$ cat src/rtl/stepper_ramp_drive.sv
// Stepper drive: programmable step period, full/half-step coil sequencing,
// saturating speed ramp requests and signed position tracking.
module stepper_ramp_drive #(
    parameter int CNT_W       = 24,
    parameter int PERIOD_INIT = 15000,
    parameter int PERIOD_MIN  = 9000,
    parameter int PERIOD_MAX  = 29000,
    parameter int PERIOD_STEP = 2000,
    parameter int POS_W       = 16
) (
    input  logic                    clk,
    input  logic                    rst,
    input  logic                    enable,
    input  logic                    dir,
    input  logic                    half_step,
    input  logic                    inc,
    input  logic                    dec,
    output logic [3:0]              coils,
    output logic                    step_pulse,
    output logic signed [POS_W-1:0] position,
    output logic [CNT_W-1:0]        period,
    output logic                    at_max_speed,
    output logic                    at_min_speed
);

    localparam logic [CNT_W:0] P_MIN  = (CNT_W+1)'(PERIOD_MIN);
    localparam logic [CNT_W:0] P_MAX  = (CNT_W+1)'(PERIOD_MAX);
    localparam logic [CNT_W:0] P_STEP = (CNT_W+1)'(PERIOD_STEP);

    logic [CNT_W-1:0] cnt;
    logic [2:0]       idx, idx_nx, idx_delta;
    logic             inc_q, dec_q, inc_pend, dec_pend;
    logic             inc_rise, dec_rise, tick, apply;
    logic [CNT_W:0]   p_wide, p_up;
    logic [CNT_W-1:0] period_nx;

    function automatic logic [3:0] seq(input logic [2:0] i);
        case (i)
            3'd0: seq = 4'b1000;
            3'd1: seq = 4'b1100;
            3'd2: seq = 4'b0100;
            3'd3: seq = 4'b0110;
            3'd4: seq = 4'b0010;
            3'd5: seq = 4'b0011;
            3'd6: seq = 4'b0001;
            default: seq = 4'b1001;
        endcase
    endfunction

    assign inc_rise = inc & ~inc_q;
    assign dec_rise = dec & ~dec_q;
    assign tick     = enable && (cnt == period - CNT_W'(1));
    // While stopped there is no interval to protect, so requests apply at once.
    assign apply    = tick || !enable;

    // Even index in full-step mode means half-step was just left: snap to the neighbouring odd index.
    assign idx_delta = (half_step || !idx[0]) ? 3'd1 : 3'd2;
    assign idx_nx    = dir ? idx + idx_delta : idx - idx_delta;

    always_comb begin
        p_wide    = {1'b0, period};
        p_up      = p_wide + P_STEP;
        period_nx = period;
        if (inc_pend && !dec_pend)
            period_nx = (p_wide <= P_MIN + P_STEP) ? P_MIN[CNT_W-1:0] : period - P_STEP[CNT_W-1:0];
        else if (dec_pend && !inc_pend)
            period_nx = (p_up >= P_MAX) ? P_MAX[CNT_W-1:0] : p_up[CNT_W-1:0];
    end

    always_ff @(posedge clk or posedge rst) begin
        if (rst) begin
            cnt        <= '0;
            period     <= CNT_W'(PERIOD_INIT);
            idx        <= 3'd1;
            position   <= '0;
            coils      <= 4'b0000;
            step_pulse <= 1'b0;
            inc_q      <= 1'b0;
            dec_q      <= 1'b0;
            inc_pend   <= 1'b0;
            dec_pend   <= 1'b0;
        end else begin
            inc_q      <= inc;
            dec_q      <= dec;
            step_pulse <= tick;
            if (!enable)   cnt <= '0;
            else if (tick) cnt <= '0;
            else           cnt <= cnt + CNT_W'(1);
            // A fresh edge in the apply cycle survives as the next pending request.
            if (apply) begin
                period   <= period_nx;
                inc_pend <= inc_rise;
                dec_pend <= dec_rise;
            end else begin
                inc_pend <= inc_pend | inc_rise;
                dec_pend <= dec_pend | dec_rise;
            end
            if (tick) begin
                idx      <= idx_nx;
                position <= dir ? position + POS_W'(1) : position - POS_W'(1);
                coils    <= seq(idx_nx);
            end else begin
                coils    <= enable ? seq(idx) : 4'b0000;
            end
        end
    end

    assign at_max_speed = (period == CNT_W'(PERIOD_MIN));
    assign at_min_speed = (period == CNT_W'(PERIOD_MAX));

endmodule

$ cat config.mk
export PLATFORM = sky130hd
export DESIGN_NAME = stepper_ramp_drive
export DESIGN_NICKNAME = d
export VERILOG_FILES = /design/src/rtl/stepper_ramp_drive.sv
export SDC_FILE = /design/constraint.sdc
export NUM_CORES = 1
export LEC_CHECK = 0
export BUFFER_PORTS_ARGS = -buffer_cell sky130_fd_sc_hd__buf_2
export CELL_PAD_IN_SITES_DETAIL_PLACEMENT = 0
export CELL_PAD_IN_SITES_GLOBAL_PLACEMENT = 1
export CORE_MARGIN = 3
export CORE_UTILIZATION = 43
export CTS_BUF_LIST = sky130_fd_sc_hd__clkbuf_4 sky130_fd_sc_hd__clkbuf_8
export CTS_CLUSTER_DIAMETER = 50
export CTS_CLUSTER_SIZE = 14
export DETAILED_ROUTE_END_ITERATION = 10
export PLACE_DENSITY_LB_ADDON = 0.1
export SLEW_MARGIN = 40
export SYNTH_ARGS = -nofsm -noshare
export SYNTH_HDL_FRONTEND = slang
export SYNTH_SLANG_ARGS = --single-unit
$ cat constraint.sdc
create_clock -name clk -period 3 [get_ports clk]
set_clock_uncertainty 0.1 [all_clocks]
set_input_delay 0.3 -clock clk [delete_from_list [all_inputs] [get_ports clk]]
set_output_delay 0.3 -clock clk [all_outputs]
set_load 0.01 [all_outputs]
After elaboration in Yosys (flattened, before gate mapping)
Index checks and enable logic that the tools add are counted.

$add $sub $neg: 8. Order comparisons: 2. Eq/ne operators: 15. Multiplexer cells: 15. Bitwise operators: 6. Reductions and logical operators: 13.

Operators by type and width (number): 2-to-1 mux 24 bit (6); case mux 4 bit (7 select lines) (2); adder 24 x 11 -> 25 bit (second input constant) (1); >= comparator 25 x 15 -> 1 bit (second input constant) (1); adder 24 x 1 -> 24 bit (second input constant) (1); equality test 24 x 14 -> 1 bit (second input constant) (1); equality test 24 x 15 -> 1 bit (second input constant) (1); equality test 24 bit (1); less-or-equal comparator 24 x 14 -> 1 bit (second input constant) (1); subtractor 24 x 1 -> 24 bit (second input constant) (1); subtractor 24 x 11 -> 24 bit (second input constant) (1); equality test 3 bit (second input constant) (6); adder 16 x 2 -> 16 bit (second input constant) (1); 2-to-1 mux 16 bit (1); subtractor 16 x 2 -> 16 bit (second input constant) (1); equality test 3 x 2 -> 1 bit (second input constant) (4); 2-to-1 mux 4 bit (2); equality test 3 x 1 -> 1 bit (second input constant) (2); logical NOT 3 bit (2); logical NOT 1 bit (4); adder 3 x 2 -> 3 bit (1); logical AND 1 bit (3); 2-to-1 mux 3 bit (1); subtractor 3 x 2 -> 3 bit (1); other kinds (8) (13).

Flip-flop bits (word level): 76. Input bits: 7. Output and inout bits: 47. Logic and storage cells: 69.

Logic depth before layout (Yosys ltp)
Gate-level depths: netlist of run 1.

Depth in word-level cells: 8. Mapped depth: 11. Depth with buffers taken out: 10.

Least setup slack after synthesis of run 1
Ideal clock, no wire load.

Kind: reg2reg. Start point: register period[4]. End point: register period[9]. Library setup time: 0.061 ns. Arrival: 3.019 ns. Required time: 2.839 ns. Setup slack: -0.180 ns. Cell stages (with the launch flop): 12. Path buffers: 1. Clock period less this slack: 3.180 ns. Path through: dfstp_2 inv_1 ha_1 nor3b_1 o21ai_0 a222oi_1 o221ai_1 a311oi_2 nand2_1 clkbuf_1 o41ai_1 a22o_1.

Word-level cells in the longest chain between the ends: 5. Elaborated cells on any way between the ends: 13. Classes of those cells: 3 x add/sub; 2 x order compare; 1 x eq/ne; 4 x mux; 3 x reduce/logical.

RTL lines: start, declared (line 21) `output logic [CNT_W-1:0] period,`; start signal, assigned (line 73) `period <= CNT_W'(PERIOD_INIT);`; start signal, assigned (line 91) `period <= period_nx;`; adder 24 x 11 -> 25 bit / subtractor 24 x 1 -> 24 bit (equally long branches) (line 62, 52); >= comparator 25 x 15 -> 1 bit / equality test 24 bit (equally long branches) (line 67, 52); 2-to-1 mux 24 bit / logical AND 1 bit (equally long branches) (line 67, 52); 2-to-1 mux 24 bit / logical OR 1 bit (equally long branches) (line 66, 54); 2-to-1 mux 24 bit / AND reduction 2 bit (equally long branches).

Several ways; a longest one is shown, not always the timed one. The select of a mux whose other input is x is not followed. A chain may end at the register's enable or synchronous reset.

Final worst setup path of run 1
Start point: register period[4]. End point: register position[1].

Word-level cells in the longest chain between the ends: 3.

RTL lines: subtractor 24 x 1 -> 24 bit (line 52) `assign tick = enable && (cnt == period - CNT_W'(1));`; equality test 24 bit (line 52); logical AND 1 bit (line 52); end signal, assigned (line 100) `position <= dir ? position + POS_W'(1) : position - POS_W'(1);`; end, declared (line 20) `output logic signed [POS_W-1:0] position,`.

Every way passes these cells.

==> run summary, run 1 <==
Maximum achievable frequency -> 319 MHz
EDFF count, synth -> 0
RSZ-0062 raised after global routing -> yes
Top cells by count, synth -> 71 x nor2_1, 65 x dfrtp_1, 60 x nand2_1, 37 x xnor2_1, 31 x xor2_1
Remaining DRCs -> 0
Congestion Overflow GR -> 0
Number of diodes -> 0
Initial antenna violation count -> 0
Largest cells by area after synthesis -> dfrtp_1 28%, ha_1 5.9%, xnor2_1 5.7%
Sequential area share after synthesis -> 32.1%
Final WL -> 18.2 mm
Antenna viol nets, final -> 0
All-Layer GR Usage -> 24.5%
DIE WIDTH -> 121 um
Hold path start -> enable
Nets@finish -> 834
Drt initial violations -> 398
Worst Hold Class -> input port to flop
Initial core utilization -> 44.7%
Hold_ws -> 0.162 ns
Worst-path clk slew -> 0.09 ns
# clock sinks -> 73
Failing checks -> setup timing
HPWL reported at the end of detailed placement -> 13.1 mm
Critical path class -> flop to flop
Slew Limit Fails -> 0
Cell taking the most area after synthesis -> dfrtp_1
# IOs -> 54
Vias per cell -> 5.71
Final Hold Vio Count -> 0
Reg2reg start -> period[4]
Layout area overhead -> 32.6%
Fraction of registers with async set/reset -> 100%
Final cell count without fillers -> 975
DIE HEIGHT -> 121 um
Syn Std Cell Area -> 0.00573 sq mm
H-tree levels -> 3
CTS Buffer Depth -> 2
Crit share post-route -> 104%
Synth warn -> 0
GP Congestion -> 0.895
Rows -> 41
Static leakage -> 3.45 nW
Core area -> 0.0128 sq mm
Crit path required time -> 3.16 ns
Number of max-cap violations -> 0
Placed cell count -> 938
Syn avg cell area -> 8.65 sq um
TritonCTS clock tree -> yes
Via count -> 5566
CP max FO -> 18
Max_slew headroom -> 54.0%
Global-route wire length before repair -> 28.4 mm
Cells after Synth -> 662
Port bufs -> 50
Peak supply drop -> 0.345 mV
Power Density -> 632 mW/mm^2
FF+latch count, synth -> 73
Share of the synthesized area in the top cell type -> 28.4%
Crit path launch -> period[4]
Crit end category -> flop
Layout cells sized above 1 -> 33.5%
TritonCTS buffer count -> 9
Fin crit period -> 3.13 ns
Worst slew pin tran -> 0.682 ns
Library cells used by synthesis -> 87
Most used DFF post-synth -> dfrtp_1
Clk root buf -> clkbuf_8
DR pass1 iterations -> 5
Startpoint Class -> flop
Largest net degree at the start of global routing -> 74
Die area -> 0.0147 sq mm
Vias in the first global route -> 5401
Routed length per instance -> 18.7 um
Clk Latency, worst-skew pair -> 0.37 ns
Outcome -> finished with violations
Top-count cell post-synth -> nor2_1
Arr. time, crit path -> 3.29 ns
Final worst setup slack -> -0.133 ns
Final setup viols -> 24
-- cells by family (layout without fill, tap and decap cells) --
logic type | after synthesis | in the layout | share of synthesized area [%]
DFF | 73 | 73 | 32.1
buffers and inverters | 65 | 204 | 5.35
muxes | 7 | 7 | 1.31
adders and majority gates | 29 | 29 | 6.60
AOI/OAI and AO/OA | 159 | 159 | 20.3
xor gates and xnor gates | 68 | 68 | 10.4
other | 1 | 3 | 0.0655
and+or+nand+nor | 260 | 260 | 23.9
-- metal layers --
metal / share of wire [%] / vias to the layer above / GRT usage [%]
met5: 0 / - / 0
met4: 1.5 / 0 / 6.86
met3: 6.1 / 29 / 5.03
met2: 44 / 156 / 37.0
met1: 48 / 2708 / 35.5
li1: - / 2673 / -
-- worst max-delay path, stage by stage, from the launching register on --
cell      delay, ns
dfstp_2        0.39
inv_2          0.08
ha_4           0.13
or4b_4         0.49
nor3_4         0.25
nand3_2        0.12
a221oi_2       0.29
nor4b_4        0.29
buf_4          0.19
buf_4          0.11
nand3_4        0.11
buf_12         0.19
mux2_2         0.27
-- flip-flops by register name (all words and copies together), names as in the netlist --
signal,cells
cnt,24
idx,3
coils,4
dec_pend,1
dec_q,1
position,16
inc_pend,1
step_pulse,1
inc_q,1
period,21
-- power breakdown --
group | internal, mW | switching (mW) | leakage, nW
logic | 1.21 | 1.55 | 2.39
registers | 1.10 | 0.124 | 0.959
clock network | 0.404 | 0.418 | 0.104
total | 2.71 | 2.09 | 3.45
-- placed cells by master (no fill, tap or decap), types with 21 or more instances in the layout --
master   synthesis  layout
nand3_1         26      25
buf_4            3      94
dfrtp_1         65      63
xnor2_1         37      37
a21oi_1         22      21
ha_1            27      25
inv_1           26      22
nor2_1          71      69
nand2_1         60      58
xor2_1          31      30
buf_2           11      50
-- stage by stage --
step	power [mW]	setup WS (ns)	TNS, ns	cell area, sq um	util [%]
6_report	4.80	-0.133	-1.25	7590	59.2
5_1_grt	5.05	-0.271	-8.02	7590	59.2
4_1_cts	4.47	-0.0962	-0.686	7260	56.6
3_5_place_dp	3.47	-0.335	-5.01	6750	52.6
3_3_place_gp	3.48	-0.293	-2.33	6750	52.6
2_1_floorplan	2.56	0.00765	0	5780	-
-- timing repair --
action	4_1_cts	5_1_grt
hold buffers	3	0
cloned	0	2
gates resized for setup	43	47
hold endpoints to repair	67	0
endpoints found under the setup margin	66	69
pin swaps	22	26
buffers inserted	7	11
-- cell type report --
class                   count  area (sq um)
fillers                  1198          5230
clock buffers              11           139
multi-input cells         526          4040
repair buffers            162          1210
flip-flops and latches     73          1840
inverters                  26          97.6
well taps                 172           215
clock inverters             5          57.6
-- final timing paths --
path,end,slack [ns],depth (start not counted)
worst max-delay path,position[1],-0.13,12
worst min-delay path,position[15],0.16,3
worst max register to register,position[1],-0.13,12
worst min register to register,inc_pend,0.32,1
max in group asynchronous,period[11],1.96,4
min in group asynchronous,cnt[1],0.45,4
(Power assumes the default switching activity.)
==> inputs of run 2 (changes only) <==
- REMOVE_ABC_BUFFERS: unset -> 1
==> run 2 against run 1 <==
The flow still finishes with violations (setup timing); core utilization increased by 0.90 points; non-clock buffer count increased by 4; sequential cell count unchanged; power decreased by 3.3%; final area increased by 1.5%; critical path depth increased by 1.
==> run summary, run 2 (same netlist as run 1, synthesis figures left out) <==
Critical path class -> flop to flop
Drt initial violations -> 437 (+9.8%)
Post-DP Area -> 0.00667 sq mm (-1.2%)
Clk root buf -> clkbuf_8
Hold_ws -> 0.185 ns (+0.0231 ns)
Final core occ -> 60.1% (+0.90 points)
Crit end category -> flop
Failing checks -> setup timing
Most frequent cells in the layout -> 97 x buf_4, 68 x nor2_1, 63 x dfrtp_1
TritonCTS buffer count -> 9 (unchanged)
Fin crit period -> 3.10 ns (-0.0343 ns)
Final cell count without fillers -> 980 (+0.51%)
Initial antenna violation count -> 0 (unchanged)
Remaining DRCs -> 0 (unchanged)
Setup tns final -> -1.29 ns (-0.0457 ns)
Max_slew headroom -> 57.7% (+3.6 points)
CP max FO -> 5 (-13)
GP Congestion -> 0.907 (+1.4%)
All-Layer GR Usage -> 24.8% (+0.28 points)
Vias in the first global route -> 5386 (-0.28%)
Die area -> 0.0147 sq mm (unchanged)
Worst Hold Class -> input port to flop
Arr. time, crit path -> 3.28 ns (about the same)
Pwr Total -> 4.64 mW (-3.3%)
Layout cells sized above 1 -> 34.4% (+0.91 points)
Number of diodes -> 0 (unchanged)
Number of max-cap violations -> 0 (unchanged)
Layout area overhead -> 34.6%
Final Hold Vio Count -> 0 (unchanged)
Largest net degree at the start of global routing -> 28 (-62%)
DR pass1 iterations -> 5 (unchanged)
Worst slew pin tran -> 0.635 ns (-0.0479 ns)
Final worst setup slack -> -0.0989 ns (+0.0343 ns)
Static leakage -> 3.51 nW (+1.7%)
Reg with most FFs -> cnt
H-tree levels -> 3 (unchanged)
Worst-path clk slew -> 0.09 ns (about the same)
Startpoint Class -> flop
Max reg flops -> 24 (unchanged)
Via count -> 5628 (+1.1%)
Clk Latency, worst-skew pair -> 0.39 ns (+0.02 ns)
Reg-to-reg slack, setup -> -0.1 ns (+0.03 ns)
Peak supply drop -> 0.320 mV (-7.4%)
Crit path required time -> 3.18 ns (+0.02 ns)
HPWL reported at the end of detailed placement -> 12.6 mm (-3.2%)
Maximum achievable frequency -> 323 MHz (+1.1%)
# IOs -> 54 (unchanged)
CP max stage cell -> or4b_4
Core area -> 0.0128 sq mm (unchanged)
Final WL -> 18.0 mm (-1.2%)
Largest registers -> cnt (24), period (21), position (16)
Final setup viols -> 29 (+21%)
Routed length per instance -> 18.4 um (-1.7%)
Dpl ws -> -0.359 ns (-0.0241 ns)
Vias per cell -> 5.74 (+0.60%)
Rows -> 41 (unchanged)
TritonCTS clock tree -> yes
Outcome -> finished with violations
Port bufs -> 50 (unchanged)
# clock sinks -> 73 (unchanged)
RSZ-0062 raised after global routing -> yes
Congestion Overflow GR -> 0 (unchanged)
Crit-path most repeated cell -> nor3_2
Antenna viol nets, final -> 0 (unchanged)
Initial core utilization -> 44.7% (unchanged)
Power Density -> 602 mW/mm^2 (-4.8%)
Global-route wire length before repair -> 28.7 mm (+0.73%)
Design Area, Final -> 0.00771 sq mm (+1.5%)
DIE WIDTH -> 121 um (unchanged)
DIE HEIGHT -> 121 um (unchanged)
Most common cell after layout, fill and taps aside -> buf_4
Placed cell count -> 935 (-0.32%)
Crit share post-route -> 103% (-1.1 points)
CP Cell Sequence -> inv_4, ha_4, or4b_4, nor3_4, buf_6, nor4bb_4, nor3_2, nor3_2, buf_4, a21boi_4, buf_12, nor2_4, mux2_4
Slew Limit Fails -> 0 (unchanged)
Nets@finish -> 839 (+0.60%)
CTS Buffer Depth -> 2 (unchanged)
Max stage delay on crit path -> 0.50 ns (about the same)
## run 2: cell types whose count changed in the layout (fill, tap and decap cells not counted), sizes merged
cell and delta:
buf +3, clkinvlp +2, a21boi +1, bufbuf +1, clkbuf -1, clkinv -1
## run 2: path summary, 6_finish.rpt
check	start	to	cells after the start
min in group asynchronous	rst	cnt[7]	3
max	period[4]	period[5]	13
max reg2reg	period[4]	period[5]	13
min	enable	position[15]	3
max in group asynchronous	rst	period[12]	4
min reg2reg	inc_q	inc_pend	1
## run 2: where the power goes
group	switching [mW]	internal, mW
registers	0.128	1.10
clock network	0.420	0.408
logic	1.46	1.13
total	2.01	2.63
## run 2: worst max-delay path: cells and delay by family, from the launching register on
kind,cells,cell delay (ns)
fa+ha+maj,1,0.13
buf+inv,4,0.55
simple gates,6,1.41
compound gates,1,0.06
mux,1,0.33
flops,1,0.40
## run 2: cell type report
| class | count | area (sq um) |
|---|---|---|
| Clock buffer | 10 | 138 |
| Clock inverter | 6 | 67.6 |
| Fill cell | 1151 | 5110 |
| Inverter | 26 | 100 |
| Multi-Input combinational cell | 527 | 4080 |
| Sequential cell | 73 | 1840 |
| Tap cell | 172 | 215 |
| Timing Repair Buffer | 166 | 1270 |
## run 2: what timing repair did
item                       in CTS  in global routing
setup endpoints to repair      72                 70
cloned                          3                  1
setup buffers                  12                 12
hold buffers                    3                  0
pin swaps                      21                 30
hold endpoints to repair       26                  0
gates resized for setup        38                 73
## run 2: per-layer routing
metal,GRT usage (%),share of wire (%),up-vias
li1,-,-,2691
met1,35.8,48,2752
met2,37.7,45,165
met3,4.94,5.4,20
met4,7.07,1.2,0
met5,0,0,-
==> inputs of run 3 (changes only) <==
- ABC_AREA: unset -> 1
- CORE_UTILIZATION: 43 -> 40
- CTS_BUF_LIST: sky130_fd_sc_hd__clkbuf_4 sky130_fd_sc_hd__clkbuf_8 -> unset
==> run 3 against run 2 <==
The run now ends clean; sequential share of layout area grew 0.99 points; synthesized cell count grew 51%; via count increased by 14%; non-clock buffer count shrank 87; cell count grew 30%; clock power grew 24%; combinational power up 13%; sequential cell count did not move; critical endpoint is now period[14].
==> run summary, run 3 <==
Outcome -> finished clean
Post-DP Area -> 0.00709 sq mm (+6.4%)
CTS Buffer Depth -> 2 (unchanged)
Critical path class -> flop to flop
Initial antenna violation count -> 0 (unchanged)
Synth warn -> 0 (unchanged)
Power Density -> 727 mW/mm^2 (+21%)
Largest cells by area after synthesis -> dfrtp_1 25%, nand2_1 19%, nor2_1 6.0%
Setup tns final -> 0 ns (+1.29 ns)
FF+latch area -> 0.00184 sq mm (about the same)
# clock sinks -> 73 (unchanged)
Clk root buf -> clkbuf_16
Clk Latency, worst-skew pair -> 0.35 ns (-0.04 ns)
Final core occ -> 46.2% (-14 points)
Top-count cell post-synth -> nand2_1
Static leakage -> 3.98 nW (+13%)
Most common cell after layout, fill and taps aside -> nand2_1
Wire length on met1 -> 9.79 mm (+13%)
Worst slew pin tran -> 0.634 ns (-0.000457 ns)
Placed cell count -> 1259 (+35%)
# IOs -> 54 (unchanged)
Switching fraction of total power -> 49.6% (+6.4 points)
NetSw -> 2.67 mW (+33%)
Vias per cell -> 5.02 (-13%)
Layout area overhead -> 12.2%
HPWL reported at the end of detailed placement -> 15.5 mm (+23%)
Mux cell area share after synthesis -> 0% (-1.3 points)
Post-Synth Adder-Cell Area -> 5.73% (-0.87 points)
Cells after Synth -> 998 (+51%)
R2r endpoint -> period[14]
Max_slew headroom -> 57.7% (+0.076 points)
Multi-input gate area -> 0.00412 sq mm (+1.2%)
Most frequent cells in the layout -> 340 x nand2_1, 105 x nor2_1, 100 x inv_1
FF+latch count, synth -> 73 (unchanged)
Share of power burned in registers -> 26.3% (about the same)
Syn avg cell area -> 6.61 sq um (-24%)
Reg2reg start -> period[4]
Congestion Overflow GR -> 0 (unchanged)
Final WL -> 19.8 mm (+9.7%)
Hold_ws -> 0.0156 ns (-0.169 ns)
Antenna viol nets, final -> 0 (unchanged)
Peak supply drop -> 0.379 mV (+18%)
DIE WIDTH -> 134 um (+11%)
Comb pwr share -> 54.5% (-1.3 points)
Crit path launch -> period[4]
Fraction of registers with async set/reset -> 100% (unchanged)
Max reg flops -> 24 (unchanged)
Combinational family with the most area after synthesis -> simple AND/OR/NAND/NOR gates
Cell taking the most area after synthesis -> dfrtp_1
Syn Std Cell Area -> 0.00659 sq mm (+15%)
Initial core utilization -> 41.2% (-3.4 points)
Worst Hold Class -> input port to flop
Maximum achievable frequency -> 368 MHz (+14%)
GP Congestion -> 0.897 (-1.1%)
Global-route wire length before repair -> 32.5 mm (+13%)
Dpl ws -> 0.270 ns (+0.630 ns)
Hold path start -> inc
Core area -> 0.0160 sq mm (+25%)
TritonCTS clock tree -> yes
H-tree levels -> 3 (unchanged)
Remaining DRCs -> 0 (unchanged)
CP max FO -> 7 (+2)
Reg-to-reg slack, setup -> 0.28 ns (+0.38 ns)
End of the critical path -> period[14]
Crit share post-route -> 90.5% (-13 points)
Sequential area share after synthesis -> 27.9% (-4.2 points)
Compound-cell area share of the yosys netlist -> 5.33% (-15 points)
Share of the synthesized area in the top cell type -> 24.7% (-3.7 points)
Post-synthesis simple-gate area fraction -> 43.5% (+20 points)
Pwr Total -> 5.37 mW (+16%)
Final setup viols -> 0 (-100%)
WL met2 -> 8.80 mm (+8.0%)
Largest registers -> cnt (24), period (21), position (16)
Worst-path clk slew -> 0.06 ns (-0.03 ns)
Library cells used by synthesis -> 41 (-53%)
EDFF count, synth -> 0 (unchanged)
Arr. time, crit path -> 2.86 ns (-0.42 ns)
All-Layer GR Usage -> 22.7% (-2.1 points)
Die area -> 0.0181 sq mm (+23%)
TritonCTS buffer count -> 9 (unchanged)
Cell Int Power -> 2.71 mW (+2.8%)
Fill count -> 1760 (+53%)
Top sig layer -> met4
Worst Reg-to-Reg Cells -> 15 (+2)
Startpoint Class -> flop
Clock power frac -> 19.2% (+1.4 points)
Final cell count without fillers -> 1277 (+30%)
Final worst setup slack -> 0.284 ns (+0.383 ns)
Routed length per instance -> 15.5 um (-16%)
Number of max-cap violations -> 0 (unchanged)
Final Hold Vio Count -> 0 (unchanged)
WL met3 -> 880 um (-10%)
Number of diodes -> 0 (unchanged)
Nets@finish -> 1092 (+30%)
Slew Limit Fails -> 0 (unchanged)
Top cells by count, synth -> 340 x nand2_1, 106 x nor2_1, 102 x inv_1, 78 x nand3_1, 65 x dfrtp_1
Port bufs -> 50 (unchanged)
Post-synthesis xor/xnor area fraction -> 7.69% (-2.7 points)
Largest net degree at the start of global routing -> 28 (unchanged)
Rows -> 46 (+12%)
Crit end category -> flop
Layout cells sized above 1 -> 14.3% (-20 points)
Via count -> 6406 (+14%)
Most used DFF post-synth -> dfrtp_1
Vias in the first global route -> 6044 (+12%)
Reg with most FFs -> cnt
DR pass1 iterations -> 6 (+1)
Crit path required time -> 3.14 ns (-0.04 ns)
Fin crit period -> 2.72 ns (-0.383 ns)
DIE HEIGHT -> 134 um (+11%)
Drt initial violations -> 395 (-9.6%)
Design Area, Final -> 0.00740 sq mm (-4.1%)
run 3: changes by cell type in the layout (fill, tap and decap cells not counted), moves of 11 or more:
cell,before,now
nand2_1,57,340
o21ai_1,14,3
buf_4,97,27
nor2_1,68,105
xnor2_1,37,16
nand3_1,24,78
a21o_1,12,0
a31oi_1,16,0
nand4_1,10,30
inv_1,23,100
o21ai_0,16,30
run 3: logic make-up after synthesis:
| family | Yosys count |
|---|---|
| AO/OA/AOI/OAI | 66 |
| AND/OR/NAND/NOR | 630 |
| other | 1 |
| buffers and inverters | 142 |
| flip-flops | 73 |
| adder cells (fa/ha/maj) | 29 |
| XOR/XNOR | 57 |
run 3: metal layers:
layer  up-vias  GRT usage (%)
li1       3279              -
met2       149           35.1
met4         0           6.73
met3        21           3.08
met5         -              0
met1      2957           33.3
run 3: what timing repair did:
action / 4_1_cts / 5_1_grt
setup buffers: 0 / 1
endpoints found under the setup margin: 0 / 14
hold buffers: 1 / 0
hold endpoints to repair: 21 / 0
gates resized for setup: 0 / 4
run 3: layout make-up:
cell class	instances	share of cell area [%]
multi-input combinational	785	55.8
sequential	73	24.8
timing repair buffer	79	6.53
inverter	108	5.50
tap	216	3.65
clock buffer	12	3.33
clock inverter	4	0.389
run 3: worst min-delay path by stage:
stage,cells after the start,end,slack [ns]
2_1_floorplan,0,dec_q,0.23
3_3_place_gp,2,cnt[21],0.25
3_5_place_dp,2,cnt[22],0.25
4_1_cts,1,inc_q,0.006
5_1_grt,1,inc_q,0.009
6_report,1,inc_q,0.02
run 3: worst max-delay path, stage by stage (launching register included):
cell and delay (ns):
dfstp_2 0.53, buf_4 0.15, ha_1 0.25, nor2_1 0.08, nand3_1 0.24, nand2_1 0.18
nor2_1 0.11, nand2_1 0.05, nand2_1 0.08, nand3_1 0.09, nor2_1 0.28, nand2_1 0.12
o21ai_1 0.18, nand2_1 0.07, nand2_1 0.06, nand2_1 0.04
run 3: power groups by stage:
| stage | Sequential (mW) | Clock, mW | Combinational, mW |
|---|---|---|---|
| final | 1.41 | 1.03 | 2.93 |
| after global routing | 1.43 | 1.10 | 3.29 |
| after CTS | 1.40 | 1.07 | 2.91 |
| after detailed placement | 1.42 | 0 | 2.89 |
| after global placement | 1.42 | 0 | 2.92 |
| after floorplan | 1.44 | 0 | 1.93 |
